File: src/rtl/hwclk_pkg.sv
// -----------------------------------------------------------------------------
// hwclk_pkg
//   Shared constants for the hardware clock tick counter: the register map of
//   the software write port and the bit layout of the CTRL register.
// -----------------------------------------------------------------------------
package hwclk_pkg;

    typedef logic [1:0] hwclk_addr_t;

    // Write-port register map (address 3 is reserved and ignored).
    localparam hwclk_addr_t ADDR_CTRL    = 2'd0;
    localparam hwclk_addr_t ADDR_LOAD    = 2'd1;
    localparam hwclk_addr_t ADDR_COMPARE = 2'd2;

    // CTRL bit indices: enable is a stored level, the rest are one-shot pulses.
    localparam int CTRL_EN_BIT      = 0;
    localparam int CTRL_CLR_BIT     = 1;
    localparam int CTRL_CLR_OVF_BIT = 2;
    localparam int CTRL_CLR_IRQ_BIT = 3;

endpackage : hwclk_pkg

File: src/rtl/hwclk_prescaler.sv
// -----------------------------------------------------------------------------
// hwclk_prescaler
//   Divides the core clock by DIV. Counts 0..DIV-1 while enabled and holds
//   otherwise.
// Ports:
//   clk        core clock
//   rst        synchronous, active-high reset
//   en         count enable (holds the count when low)
//   sync_clr   synchronous clear back to 0; overrides counting
//   wrap_pulse combinational: count is at DIV-1 and en=1 (wraps on this edge)
// -----------------------------------------------------------------------------
module hwclk_prescaler #(
    parameter int DIV = 4
) (
    input  logic clk,
    input  logic rst,
    input  logic en,
    input  logic sync_clr,
    output logic wrap_pulse
);
    localparam int CW = (DIV > 2) ? $clog2(DIV) : 1;

    logic [CW-1:0] count;

    assign wrap_pulse = en && (count == CW'(DIV - 1));

    // NOTE: sequential state uses non-blocking assignments so every register
    // samples the pre-edge values, independent of statement order.
    always_ff @(posedge clk) begin
        if (rst) begin
            count <= '0;
        end else if (sync_clr) begin
            count <= '0;
        end else if (wrap_pulse) begin
            count <= '0;
        end else if (en) begin
            count <= count + CW'(1);
        end
    end

endmodule : hwclk_prescaler

File: src/rtl/hwclk_tick_counter.sv
// -----------------------------------------------------------------------------
// hwclk_tick_counter
//   Free-running time base: the core clock is prescaled to TICK_HZ and each
//   prescaler wrap increments a WIDTH-bit counter that feeds the clock MMIO
//   stage. Software can enable, clear and load it; a sticky overflow flag
//   records wrap-around.
//   Optional feature (macro HWCLK_CMP_IRQ_EN): COMPARE register and a sticky
//   compare-match irq. Without the macro irq is tied low, COMPARE writes and
//   CTRL bit3 are ignored.
// Ports:
//   clk          core clock
//   rst          synchronous, active-high reset
//   wr_en        single-cycle register write strobe
//   wr_addr      0=CTRL 1=LOAD 2=COMPARE 3=reserved
//   wr_data      write data
//   new_counter  registered tick count
//   tick         one-cycle pulse following each increment
//   overflow     sticky wrap-from-all-ones flag
//   irq          sticky compare-match interrupt
// -----------------------------------------------------------------------------
module hwclk_tick_counter
    import hwclk_pkg::*;
#(
    parameter int CLK_HZ  = 10_000_000,
    parameter int TICK_HZ = 1_000,
    parameter int WIDTH   = 32
) (
    input  logic             clk,
    input  logic             rst,
    input  logic             wr_en,
    input  logic [1:0]       wr_addr,
    input  logic [WIDTH-1:0] wr_data,
    output logic [WIDTH-1:0] new_counter,
    output logic             tick,
    output logic             overflow,
    output logic             irq
);
    localparam int DIV = CLK_HZ / TICK_HZ;

    logic             enable;
    logic             wrap_pulse;
    logic             ctrl_wr;
    logic             load_wr;
    logic             clr_cnt;
    logic             clr_ovf;
    logic             inc;
    logic [WIDTH-1:0] counter_inc;

    // NOTE: every always_comb output is assigned unconditionally first, so no
    // path through the block can leave a value unassigned and infer a latch.
    always_comb begin
        ctrl_wr     = wr_en && (hwclk_addr_t'(wr_addr) == ADDR_CTRL);
        load_wr     = wr_en && (hwclk_addr_t'(wr_addr) == ADDR_LOAD);
        clr_cnt     = ctrl_wr && wr_data[CTRL_CLR_BIT];
        clr_ovf     = ctrl_wr && wr_data[CTRL_CLR_OVF_BIT];
        // Clear and load both outrank the prescaler increment; a suppressed
        // increment must not pulse tick or touch the sticky flags.
        inc         = wrap_pulse && !clr_cnt && !load_wr;
        counter_inc = new_counter + WIDTH'(1);
    end

    // Enable is the stored level, so a CTRL write changes counting only from
    // the following edge.
    hwclk_prescaler #(
        .DIV (DIV)
    ) u_prescaler (
        .clk        (clk),
        .rst        (rst),
        .en         (enable),
        .sync_clr   (clr_cnt || load_wr),
        .wrap_pulse (wrap_pulse)
    );

    always_ff @(posedge clk) begin
        if (rst) begin
            enable      <= 1'b0;
            new_counter <= '0;
            tick        <= 1'b0;
            overflow    <= 1'b0;
        end else begin
            if (ctrl_wr) begin
                enable <= wr_data[CTRL_EN_BIT];
            end

            if (clr_cnt) begin
                new_counter <= '0;
            end else if (load_wr) begin
                new_counter <= wr_data;
            end else if (inc) begin
                new_counter <= counter_inc;
            end

            tick <= inc;

            // A wrap on the same edge as a clear request wins.
            if (inc && (new_counter == '1)) begin
                overflow <= 1'b1;
            end else if (clr_ovf) begin
                overflow <= 1'b0;
            end
        end
    end

`ifdef HWCLK_CMP_IRQ_EN
    logic [WIDTH-1:0] compare;
    logic             cmp_wr;
    logic             clr_irq;

    assign cmp_wr  = wr_en && (hwclk_addr_t'(wr_addr) == ADDR_COMPARE);
    assign clr_irq = ctrl_wr && wr_data[CTRL_CLR_IRQ_BIT];

    // The match uses the pre-edge compare value, so a COMPARE write only
    // affects increments on later edges. Only real increments can match.
    always_ff @(posedge clk) begin
        if (rst) begin
            compare <= '1;
            irq     <= 1'b0;
        end else begin
            if (cmp_wr) begin
                compare <= wr_data;
            end
            if (inc && (counter_inc == compare)) begin
                irq <= 1'b1;
            end else if (clr_irq) begin
                irq <= 1'b0;
            end
        end
    end
`else
    assign irq = 1'b0;
`endif

endmodule : hwclk_tick_counter

File: config.mk
export PLATFORM = sky130hd
export DESIGN_NAME = hwclk_tick_counter
export DESIGN_NICKNAME = d
export VERILOG_FILES = /design/src/rtl/hwclk_pkg.sv /design/src/rtl/hwclk_prescaler.sv /design/src/rtl/hwclk_tick_counter.sv
export SDC_FILE = /design/constraint.sdc
export NUM_CORES = 1
export LEC_CHECK = 0
export ABC_AREA = 1
export CAP_MARGIN = 40
export CORE_MARGIN = 4
export CORE_UTILIZATION = 51
export DETAILED_ROUTE_END_ITERATION = 16
export PLACE_DENSITY = 0.81
export SETUP_SLACK_MARGIN = 0.05
export SLEW_MARGIN = 40
export SYNTH_ARGS = -nofsm -noshare
export SYNTH_HDL_FRONTEND = slang
export SYNTH_HIERARCHICAL = 1
export SYNTH_SLANG_ARGS = --single-unit
File: constraint.sdc
create_clock -name clk -period 2.2 [get_ports clk]
set_clock_uncertainty 0.1 [all_clocks]
set_input_delay 0.33 -clock clk [delete_from_list [all_inputs] [get_ports clk]]
set_output_delay 0.33 -clock clk [all_outputs]
set_load 0.01 [all_outputs]
==> flow_metrics.py <==
metrics = {
    "run_status": {
        "status": "finished clean",
    },
    "critical_path": {
        "worstSetupPathType": "flop to flop",
        "cp-start-kind": "flop",
        "crit_fanout": 10,
        "critical-path-top-delay-family": "simple AND/OR/NAND/NOR gates",
        "crit_cells": 11,
        "critPathCaptureType": "flop",
        "crit_path_frequent_cell": "inv_1",
        "crit_chain": "ha_1 > nand3_2 > nor2_1 > nand2_1 > inv_1 > nand2_2 > buf_4 > nor3_1 > a21oi_1 > o21ai_1 > inv_1",
        "worst_ep_required_time_ns": 2.31,
        "arrival_ns": 2.09,
        "crit_buf_inv": 3,
        "reg2reg_depth": 11,
        "slowest_stage": "dfxtp_1",
        "critPathMaxStageDelay_ns": 0.39,
    },
    "synth": {
        "ys_top_cells_by_count": "nand2_1 (178), nor2_1 (79), dfxtp_1 (49), inv_1 (49), nand3_1 (34)",
        "synth_seq_area_share_pct": 30.7,
        "yosys.cell_types.count": 33,
        "synth_flop_cell": "dfxtp_1",
        "avgSynthCellArea_um2": 6.09,
        "synthesis.nets": 564,
        "netlist_instances": 525,
        "synth_top_cell_by_area": "dfxtp_1",
        "ys_ff_latch": 49,
        "yosysMostFrequentCell": "nand2_1",
        "synthTopCellsByArea": "dfxtp_1 (31%), nand2_1 (21%), nor2_1 (9.3%), inv_1 (5.8%), nand3_1 (5.3%)",
        "synth_edf_count": 0,
        "syn_area_mm2": 0.00320,
        "synth_top_cell_area_share_pct": 30.7,
        "ys.warnings.count": 6,
        "postSynth.asyncResetShare_pct": 0,
    },
    "timing": {
        "fin_crit_ns": 1.98,
        "setup-tns-final_ns": 0,
        "fmax_mhz": 506,
        "setup_violations": 0,
        "rsz0062_at_grt": "no",
        "hold_viol": 0,
        "slew_viol_final": 0,
        "fin_crit_sh_pct": 89.9,
    },
    "power_and_ir_drop": {
        "p_int_uw": 1260,
        "switching_share_pct": 27.0,
        "peakVddDrop_v": 0.000264,
        "power_frac_clock_pct": 32.5,
        "p_leak_uw": 0.00152,
        "switching_power_uw": 466,
        "pwr_density_cell_mw_per_mm2": 423,
        "power_frac_comb_pct": 13.6,
        "p_seq_share_pct": 53.9,
    },
    "cells_and_area": {
        "n_antenna_cell": 0,
        "drive_gt1_share_pct": 7.56,
        "syn2layout_area_growth_pct": 27.4,
        "fin_area_mm2": 0.00407,
        "nNetsFinal": 633,
    },
    "clocking": {
        "htreeDepth": 2,
        "cts_setup_buffers": 0,
        "numCtsBuffers": 5,
        "cts_tree": "built",
        "clock-sinks": 49,
        "root_buffer": "clkbuf_8",
        "insertion_delay_ns": 0.31,
        "clk_pin_slew_ns": 0.09,
        "cts_max_path_buffers": 2,
    },
    "floorplan": {
        "ioPinCount": 72,
        "rows": 28,
        "die_area_mm2": 0.00760,
        "die_w_um": 87.2,
        "start_util_pct": 53.4,
        "core_mm2": 0.00599,
        "die_y_um": 87.2,
    },
    "detailed_routing": {
        "routed_wl_mm": 9.06,
        "drt-initial-drc-count": 259,
        "post_drt_via_cell_ratio": 5.24,
        "wire_per_inst_um": 13.5,
        "firstDrtPassIters": 4,
        "drc": 0,
        "vias": 3513,
        "detail-route-antenna-nets": 0,
    },
    "global_routing": {
        "overflow": 0,
        "grt_max_degree": 31,
        "grt.total_usage_pct": 24.9,
        "antenna_found_initial": 0,
        "grt_first_pass_wirelength_mm": 15.2,
        "grt_pass1_vias": 3463,
    },
    "run": {
        "maxCapViolations": 0,
    },
    "hold_path": {
        "holdPathStages": 2,
        "worstHoldPathType": "flop to flop",
    },
    "place": {
        "placed_area_mm2": 0.00398,
        "io_buffers": 70,
        "gp_congestion": 0.907,
        "dp_hpwl_mm": 6.92,
    },
}
==> flip-flops by register name, indices dropped and copies added, names as in the netlist <==
name and count:
u_prescaler/count 14, new_counter 32, enable 1, tick 1, overflow 1
==> metrics by stage <==
step	cells	setup slack, ns	power [uW]	utilization [%]	hold WS (ns)
after floorplan	525	0.439	1050	-	0.357
after global placement	662	0.210	1180	66.4	0.381
after detailed placement	662	0.150	1180	66.4	0.393
after CTS	670	0.210	1730	67.9	0.405
after global routing	670	0.0547	1800	68.0	0.440
final	670	0.223	1720	68.0	0.401
==> what timing repair did <==
item                       4_1_cts  5_1_grt
hold buffers                     0        0
setup endpoints to repair        0        7
resized for setup                0        3
==> kinds of logic after synthesis <==
kind of cell | after synthesis | synth area share (%)
other | 1 | 0.117
adder cells (fa/ha/maj) | 2 | 0.782
AO/OA/AOI/OAI | 65 | 11.2
XOR/XNOR | 15 | 4.11
flip-flops | 49 | 30.7
AND/OR/NAND/NOR | 325 | 43.7
buffers and inverters | 68 | 9.51
==> worst paths after layout <==
path / start / end / slack (ns)
setup / recovery: u_prescaler/count[0] / new_counter[14] / 0.22
setup reg to reg: u_prescaler/count[0] / new_counter[14] / 0.22
hold reg to reg: u_prescaler/count[1] / u_prescaler/count[1] / 0.40
hold / removal: u_prescaler/count[1] / u_prescaler/count[1] / 0.40
==> power groups by stage <==
stage | Combinational (uW) | Clock (uW) | Sequential (uW)
6_report | 235 | 560 | 928
5_1_grt | 257 | 611 | 931
4_1_cts | 235 | 570 | 927
3_5_place_dp | 233 | 0 | 947
3_3_place_gp | 228 | 0 | 947
2_1_floorplan | 102 | 0 | 950
==> routing by layer <==
| metal | global-route usage (%) | part of all wire [%] | wire [um] | vias to the layer above |
|---|---|---|---|---|
| met3 | 5.01 | 6.9 | 625 | 23 |
| met1 | 30.9 | 43 | 3850 | 1572 |
| met5 | 0 | 0 | 0 | - |
| li1 | - | - | - | 1786 |
| met2 | 41.7 | 48 | 4340 | 132 |
| met4 | 11.0 | 2.6 | 236 | 0 |
==> layout make-up <==
cell class	count	area, um2
clock buffer	5	68.8
clock inverter	3	21.3
fill	580	1920
inverter	51	194
multi-input combinational	408	1920
sequential	49	981
tap	75	93.8
timing repair buffer	79	797
==> tightest hold or removal path: cells and delay by family (launching register included) <==
| kind | cells | cell delay (ns) |
|---|---|---|
| simple gates | 1 | 0.07 |
| compound gates | 1 | 0.05 |
| flops | 1 | 0.34 |
==> placed cells by master (no fill, tap or decap), drive strengths merged <==
| master | count |
|---|---|
| ha | 2 |
| clkbuf | 5 |
| nand3b | 3 |
| clkinv | 1 |
| xor2 | 11 |
| xnor2 | 4 |
| nand3 | 37 |
| nor2 | 91 |
| o31ai | 1 |
| nand2 | 184 |
| a21oi | 31 |
| a31oi | 5 |
| o21ai | 22 |
| clkdlybuf4s50 | 70 |
| dfxtp | 49 |
| conb | 1 |
| o21bai | 3 |
| clkinvlp | 1 |
| nor3b | 2 |
| nand4 | 4 |
| buf | 9 |
| nor3 | 4 |
| inv | 52 |
| o211ai | 3 |
Note: power is estimated with default switching activity, not from simulation.
